--- config.mk ---
export PLATFORM = sky130hd
export DESIGN_NAME = mem_arbiter
export DESIGN_NICKNAME = d
export VERILOG_FILES = /design/src/rtl/mem_arbiter_pkg.sv /design/src/rtl/mem_decoder.sv /design/src/rtl/mem_arbiter.sv
export SDC_FILE = /design/constraint.sdc
export NUM_CORES = 1
export LEC_CHECK = 0
export CORE_AREA = 2 2 161 163
export DETAILED_ROUTE_END_ITERATION = 10
export DIE_AREA = 0 0 163 165
export PLACE_DENSITY = 0.6
export SYNTH_ARGS = -nofsm -noshare
export SYNTH_HDL_FRONTEND = slang
export SYNTH_HIERARCHICAL = 1
export SYNTH_SLANG_ARGS = --single-unit
export TNS_END_PERCENT = 10
--- constraint.sdc ---
create_clock -name clock -period 2.8 [get_ports clock]
set_input_delay 0.42 -clock clock [delete_from_list [all_inputs] [get_ports clock]]
set_output_delay 0.42 -clock clock [all_outputs]
set_load 0.05 [all_outputs]
--- src/rtl/mem_arbiter_pkg.sv ---
// Shared constants and types for the memory arbiter and its address decoder.
package mem_arbiter_pkg;

    localparam int NUM_SLV   = 4;
    localparam int SLV_ROM   = 0;
    localparam int SLV_PRINT = 1;
    localparam int SLV_CLINT = 2;
    localparam int SLV_BRAM  = 3;

    // System address map, half-open [base, top)
    localparam logic [31:0] ROM_BASE   = 32'h0000_0000;
    localparam logic [31:0] ROM_TOP    = 32'h0000_0080;
    localparam logic [31:0] PRINT_BASE = 32'h0100_0000;
    localparam logic [31:0] PRINT_TOP  = 32'h0100_0004;
    localparam logic [31:0] CLINT_BASE = 32'h0200_0000;
    localparam logic [31:0] CLINT_TOP  = 32'h0200_C000;
    localparam logic [31:0] BRAM_BASE  = 32'h8000_0000;
    localparam logic [31:0] BRAM_TOP   = 32'h9000_0000;

    // Indexed by slave number (element 0 is rom)
    localparam logic [NUM_SLV-1:0][31:0] SLV_BASE = {BRAM_BASE, CLINT_BASE, PRINT_BASE, ROM_BASE};
    localparam logic [NUM_SLV-1:0][31:0] SLV_TOP  = {BRAM_TOP,  CLINT_TOP,  PRINT_TOP,  ROM_TOP};

    typedef enum logic [1:0] {
        ST_IDLE,
        ST_REQ,
        ST_WAIT,
        ST_ERR
    } state_t;

    typedef struct packed {
        logic [31:0] addr;
        logic [31:0] wdata;
        logic [3:0]  wstrb;
    } mem_req_t;

    function automatic logic in_range(input logic [31:0] a, input logic [31:0] base,
                                      input logic [31:0] top);
        return (a >= base) && (a < top);
    endfunction

endpackage

--- src/rtl/mem_decoder.sv ---
// Combinational address decode to a one-hot slave select plus hit flag.
module mem_decoder
    import mem_arbiter_pkg::*;
(
    input  logic [31:0]        addr,
    output logic [NUM_SLV-1:0] sel,
    output logic               hit
);

    for (genvar i = 0; i < NUM_SLV; i++) begin : g_rng
        assign sel[i] = in_range(addr, SLV_BASE[i], SLV_TOP[i]);
    end

    // Ranges are disjoint, so at most one bit is set
    assign hit = |sel;

endmodule

--- src/rtl/mem_arbiter.sv ---
// Two-port arbiter onto the shared slave fabric, one transaction in flight.
module mem_arbiter
    import mem_arbiter_pkg::*;
#(
    parameter bit rr_enable = 1'b1
) (
    input  logic                          clock,
    input  logic                          reset,
    input  logic                          imem_valid,
    input  logic [31:0]                   imem_addr,
    input  logic [31:0]                   imem_wdata,
    input  logic [3:0]                    imem_wstrb,
    output logic [31:0]                   imem_rdata,
    output logic                          imem_ready,
    output logic                          imem_error,
    input  logic                          dmem_valid,
    input  logic [31:0]                   dmem_addr,
    input  logic [31:0]                   dmem_wdata,
    input  logic [3:0]                    dmem_wstrb,
    output logic [31:0]                   dmem_rdata,
    output logic                          dmem_ready,
    output logic                          dmem_error,
    output logic [NUM_SLV-1:0]            slv_valid,
    output logic [31:0]                   slv_addr,
    output logic [31:0]                   slv_wdata,
    output logic [3:0]                    slv_wstrb,
    input  logic [NUM_SLV-1:0][31:0]      slv_rdata,
    input  logic [NUM_SLV-1:0]            slv_ready
);

    state_t             state, state_nxt;
    mem_req_t           req_q, win_req;
    logic [NUM_SLV-1:0] sel_q, win_sel;
    logic               win_hit, pick_d, any_req;
    logic               gnt_d_q;     // granted port; doubles as last-grant (0 = instruction)
    logic               sel_rdy, done, err;
    logic [31:0]        rdata_mux;

    assign any_req = imem_valid | dmem_valid;
    // Data wins when alone, in fixed-priority mode, or when instruction won last
    assign pick_d  = dmem_valid && (!imem_valid || !rr_enable || !gnt_d_q);
    assign win_req = pick_d ? {dmem_addr, dmem_wdata, dmem_wstrb}
                            : {imem_addr, imem_wdata, imem_wstrb};

    mem_decoder u_dec (
        .addr (win_req.addr),
        .sel  (win_sel),
        .hit  (win_hit)
    );

    assign sel_rdy = |(slv_ready & sel_q);

    // Select the granted slave's read data
    always_comb begin
        rdata_mux = '0;
        for (int i = 0; i < NUM_SLV; i++)
            if (sel_q[i]) rdata_mux = rdata_mux | slv_rdata[i];
    end

    // Next state and per-state strobes; reset masks any in-flight completion
    always_comb begin
        state_nxt = state;
        slv_valid = '0;
        done      = 1'b0;
        err       = 1'b0;
        case (state)
            ST_IDLE: if (any_req) state_nxt = win_hit ? ST_REQ : ST_ERR;
            ST_REQ: begin
                slv_valid = sel_q;
                done      = sel_rdy;
                state_nxt = sel_rdy ? ST_IDLE : ST_WAIT;
            end
            ST_WAIT: begin
                done = sel_rdy;
                if (sel_rdy) state_nxt = ST_IDLE;
            end
            ST_ERR: begin
                err       = 1'b1;
                state_nxt = ST_IDLE;
            end
            default: state_nxt = ST_IDLE;
        endcase
        if (reset) begin
            slv_valid = '0;
            done      = 1'b0;
            err       = 1'b0;
        end
    end

    // State register and latch of the granted request
    always_ff @(posedge clock) begin
        if (reset) begin
            state   <= ST_IDLE;
            req_q   <= '0;
            sel_q   <= '0;
            gnt_d_q <= 1'b0;
        end else begin
            state <= state_nxt;
            if (state == ST_IDLE && any_req) begin
                req_q   <= win_req;
                sel_q   <= win_sel;
                gnt_d_q <= pick_d;
            end
        end
    end

    assign slv_addr   = req_q.addr;
    assign slv_wdata  = req_q.wdata;
    assign slv_wstrb  = req_q.wstrb;

    assign imem_ready = (done | err) & ~gnt_d_q;
    assign dmem_ready = (done | err) &  gnt_d_q;
    assign imem_error = err & ~gnt_d_q;
    assign dmem_error = err &  gnt_d_q;
    assign imem_rdata = (done & ~gnt_d_q) ? rdata_mux : '0;
    assign dmem_rdata = (done &  gnt_d_q) ? rdata_mux : '0;

endmodule

======== Word level (Yosys, flattened, before mapping) ========
Index checks and enable logic that the tools add are counted.
word-level totals
  memory bits (read-only) ................. 0
  input port bits ......................... 272
  memory bits (writable) .................. 0
  logic and storage cells ................. 64
  latch bits .............................. 0
  output and inout bits ................... 140
  memories kept ........................... 0
  flip-flop bits (word level) ............. 75
cells by class
  muxes and demuxes ....................... 18
  add/sub/neg operators ................... 0
  order comparisons ....................... 8
  divide/modulo/power cells ............... 0
  reductions and logical operators ........ 14
  equal/unequal tests ..................... 5
  $mul .................................... 0
  shifts and indexed selects .............. 0
  bitwise operators ....................... 13
operators with widths
  operator                                                                                number
  32-bit 2-to-1 mux                                                                       6
  32-bit OR                                                                               3
  68-bit 2-to-1 mux                                                                       1
  32-bit by 1-bit greater-or-equal comparator with 1-bit output (second input constant)   1
  32-bit by 25-bit greater-or-equal comparator with 1-bit output (second input constant)  1
  32-bit by 26-bit greater-or-equal comparator with 1-bit output (second input constant)  1
  32-bit greater-or-equal comparator (second input constant)                              1
  32-bit by 25-bit less-than comparator with 1-bit output (second input constant)         1
  32-bit by 26-bit less-than comparator with 1-bit output (second input constant)         1
  32-bit less-than comparator (second input constant)                                     1
  32-bit by 8-bit less-than comparator with 1-bit output (second input constant)          1
  2-bit 2-to-1 mux                                                                        4
  4-bit 2-to-1 mux                                                                        2
  2-bit case mux with 4 select lines                                                      1
  4-bit OR reduction                                                                      2
  1-bit AND                                                                               6
  1-bit logical AND                                                                       6
  4-bit AND                                                                               1
  2-bit equality test (second input constant)                                             2
  1-bit 2-to-1 mux                                                                        4
  2-bit != test (second input constant)                                                   2
  2-bit by 1-bit equality test with 1-bit output (second input constant)                  1
  1-bit logical NOT                                                                       2
  2-bit logical NOT                                                                       1
  5 further kinds                                                                         6

======== Logic depth before layout (Yosys ltp) ========
Gate-level depths: netlist of run 1.
  depth in word-level cells ............... 10
  gate-level depth with buffers ........... 11
  mapped depth without buffers ............ 9

======== Hierarchy ========
Netlist of run 1, hierarchy kept.
by module, submodules not included
  module       times used  cells an instance  area each (µm²)  seq. area each (µm²)
  mem_arbiter  1           545                4,514.3          1,501.4
  mem_decoder  1           19                 147.6            0.0

======== Worst setup path before layout of run 1 ========
Ideal clock, no wire load.
  path kind ............................... input-to-reg
  start ................................... input imem_valid
  end ..................................... register state[1]
  stages on the path ...................... 11
  buffers on the path ..................... 2
  data required time ...................... 2,661 ps
  slack ................................... 322 ps
  data arrival time ....................... 2,339 ps
  setup time .............................. 139 ps
  path through ............................ clkbuf_1 a21boi_2 buf_2 mux2_2 nor4_2 nand4_2 a2111oi_4 or3_1 o21ai_0 nand2_1 a221oi_1
RTL lines
  element               line               source
  start, declared       mem_arbiter.sv:9   input logic imem_valid,
  end signal, assigned  mem_arbiter.sv:98  state <= state_nxt;
  end, declared         mem_arbiter.sv:31  state_t state, state_nxt;

==> results.toml, run 1 <==
[global_routing]
antenna_found_initial = 1
grt_start_max_net_pins = 76
grt_pass1_wl_mm = 34.0
first_global_vias = 5787
track_usage = 0.167
grt_overflow = 0

[drt]
drc = 0
wire_per_inst_um = 18.0
routed_wl_mm = 23.6
num_vias = 5892
drtIter0Drc = 213
ant_nets = 0
firstDrtPassIters = 4
vias_per_cell = 4.51

[pwr]
p_seq_frac = 0.246
combPwrFrac = 0.559
p_leak_uw = 0.00390
clkPwrFrac = 0.195
switchingPower_uw = 2970
power_density_nw_per_um2 = 641
vdd_drop_max_v = 0.000411
internal_power_uw = 3730
sw_frac_of_total = 0.443

[place]
portBuffers = 411
globalplace.congestion = 0.834
hpwl_mm = 19.3
dp_cells = 1284

[timing]
hold_violations = 0
slew_headroom = 0.440
max_freq_mhz = 385
clock_skew_ns = 0.00892
finalCriticalPeriod_ns = 2.60
slew_violations = 0
setup_viol = 0
worst_pin_slew_ns = 0.841
holdWs_ns = 0.494
fin_crit_sh = 0.928
rsz0062_at_grt = "false"

[synth]
synth_nets = 840
ys_seq_area_frac = 0.322
syn_area_per_cell_um2 = 8.27
yosysWarnings = 6
ys_types = 37
syn_area_um2 = 4660
ys_ff_latch = 75
synthesis.instances = 564

[finish]
drive_above_1_share = 0.174
instances_no_fill = 1306
regArea_um2 = 1500
num-fill-cells = 2471
nets = 1247
area_growth_pct = 124
fin_util = 0.418
multi_input_area_um2 = 2870
antenna_cells = 0

[worst_setup_path]
crit_type = "register to register"
cp_max_fo = 7
ff2ff_setup_slack_ns = 0.20
critPathArrivalTime_ns = 2.77
endpoint_kind = "register"
cp-start-kind = "register"
crit_required_ns = 2.97

[clock_tree]
clk_pin_slew_ns = 0.06
cts_buffers = 9
h-tree-depth = 3
clock_sinks = 75
max-clock-path-buffers = 2
cts_hold_buf = 0
root_buffer = "clkbuf_16"
cts_tree = "built"
clk_latency_ns = 0.34

[min_path]
hold_class = "register to register"

[floorplan]
initial_core_util = 0.186
core_um2 = 25000
die_area_um2 = 26900
row_count = 58
die_x_um = 163
pin_count = 412
fp.dieH_um = 165

[outcome]
outcome = "finished, final reports clean"

[flow_run]
drv_cap = 0
power groups by stage:
stage                     sequential [µW]  clock [µW]  combinational [µW]
after global routing                 1700        1400                3970
after CTS                            1660        1350                3730
after floorplan                      2870           0                1090
after global placement               1660           0                3710
after detailed placement             1680           0                3710
final                                1650        1300                3740
synth_stat cells (all sizes together):
| master | n | area share |
|---|---|---|
| nor2 | 105 | 0.085 |
| dfxtp | 75 | 0.32 |
| a211oi | 38 | 0.061 |
| a21oi | 37 | 0.040 |
| inv | 37 | 0.030 |
| mux2i | 36 | 0.077 |
| a22o | 34 | 0.064 |
| clkbuf | 34 | 0.027 |
| a221oi | 33 | 0.062 |
| o21a | 33 | 0.053 |
| mux2 | 32 | 0.077 |
| buf | 20 | 0.024 |
| nand2 | 13 | 0.010 |
| and2 | 5 | 0.0067 |
| nor4 | 5 | 0.0094 |
| ha | 4 | 0.011 |
| nor2b | 3 | 0.0040 |
| o211ai | 3 | 0.0048 |
| a22oi | 2 | 0.0032 |
| nor3 | 2 | 0.0021 |
| o21ai | 2 | 0.0021 |
| a2111oi | 1 | 0.0059 |
| a21boi | 1 | 0.0024 |
| a311oi | 1 | 0.0019 |
| a31o | 1 | 0.0019 |
| a31oi | 1 | 0.0013 |
| a32o | 1 | 0.0021 |
| nand3 | 1 | 0.0011 |
| nand3b | 1 | 0.0016 |
| nand4 | 1 | 0.0027 |
| or2 | 1 | 0.0013 |
| or3 | 1 | 0.0013 |
worst paths after layout:
path / end / cells after the start / from
max reg2reg: state[1]$_SDFFE_PP0P_ / 10 / gnt_d_q$_SDFFE_PP0P_
max: state[1]$_SDFFE_PP0P_ / 10 / gnt_d_q$_SDFFE_PP0P_
min reg2reg: sel_q[2]$_SDFFE_PP0P_ / 2 / sel_q[2]$_SDFFE_PP0P_
min: sel_q[2]$_SDFFE_PP0P_ / 2 / sel_q[2]$_SDFFE_PP0P_
critical path, cell delays in order, from the launching register on:
cell and delay, ns:
dfxtp_1 0.39, a21boi_4 0.24, buf_12 0.15, mux2_2 0.36, nor4_4 0.35, nand4_2 0.20, a2111oi_4 0.33, or3_1 0.17
o21ai_0 0.09, nand2_1 0.08, a221oi_1 0.07
metrics by stage:
stage	power [µW]	worst slack, ns	TNS (ns)	cell area (µm²)
after detailed placement	5390	-0.353	-0.696	9990
after CTS	6740	0.00861	0	10300
after floorplan	3960	0.322	0	4660
after global routing	7070	0.0763	0	10500
final	6700	0.201	0	10500
after global placement	5370	-0.312	-0.539	9990
timing repair:
action / in CTS / in global routing
gates resized for setup: 0 / 21
buffers inserted: 0 / 6
setup endpoints to repair: 0 / 1
routing by layer:
| metal | global-route usage | vias to the layer above | wire [µm] |
|---|---|---|---|
| met5 | 0 | - | 13 |
| met1 | 0.186 | 2701 | 8840 |
| met2 | 0.299 | 273 | 12000 |
| met4 | 0.0587 | 2 | 640 |
| li1 | - | 2876 | - |
| met3 | 0.0505 | 40 | 2050 |
logic make-up (layout without fill, tap and decap cells):
logic type	count (synthesis)	count (layout)	share of synthesized area
compound gates	188	188	0.306
mux	68	68	0.155
fa+ha+maj	4	4	0.0107
buf+inv	91	503	0.0816
simple gates	138	138	0.125
flops	75	75	0.322
sequential cells by signal (all words and copies together), names as in the netlist:
signal / cells
gnt_d_q: 1
sel_q: 4
slv_addr: 32
slv_wdata: 32
slv_wstrb: 4
state: 2
cell type report:
class,instances,area share
flip-flops and latches,75,0.144
inverters,37,0.0133
well taps,330,0.0395
repair buffers,450,0.497
clock inverters,6,0.00921
clock buffers,10,0.0229
multi-input cells,398,0.274
placed cells by master (no fill, tap or decap), types with 5 or more instances in the layout:
master             n
clkdlybuf4s50_1  338
nor2_1           105
buf_12            76
dfxtp_1           75
a211oi_1          38
inv_1             37
a21oi_1           37
mux2i_1           36
a22o_1            34
a221oi_1          33
o21a_1            32
buf_4             31
mux2_2            26
nand2_1           13
clkbuf_16          9
mux2_4             6
and2_1             5
Note: power is estimated with default switching activity, not from simulation.
==> run 2: changes to the inputs <==
--- a/config.mk
+++ b/config.mk
@@ -9,6 +9,7 @@
 export DETAILED_ROUTE_END_ITERATION = 10
 export DIE_AREA = 0 0 163 165
 export PLACE_DENSITY = 0.6
+export SLEW_MARGIN = 20
 export SYNTH_ARGS = -nofsm -noshare
 export SYNTH_HDL_FRONTEND = slang
 export SYNTH_HIERARCHICAL = 1
==> results of run 2 <==
Same layout as run 1: the final DEF is identical, and so are final timing and power.
==> run 3: changes to the inputs <==
--- a/config.mk
+++ b/config.mk
@@ -5,9 +5,11 @@
 export SDC_FILE = /design/constraint.sdc
 export NUM_CORES = 1
 export LEC_CHECK = 0
+export CAP_MARGIN = 0
 export CORE_AREA = 2 2 161 163
 export DETAILED_ROUTE_END_ITERATION = 10
 export DIE_AREA = 0 0 163 165
+export GPL_ROUTABILITY_DRIVEN = 0
 export PLACE_DENSITY = 0.6
 export SLEW_MARGIN = 20
 export SYNTH_ARGS = -nofsm -noshare
==> results of run 3 <==
Same layout as run 1: the final DEF is identical, and so are final timing and power.
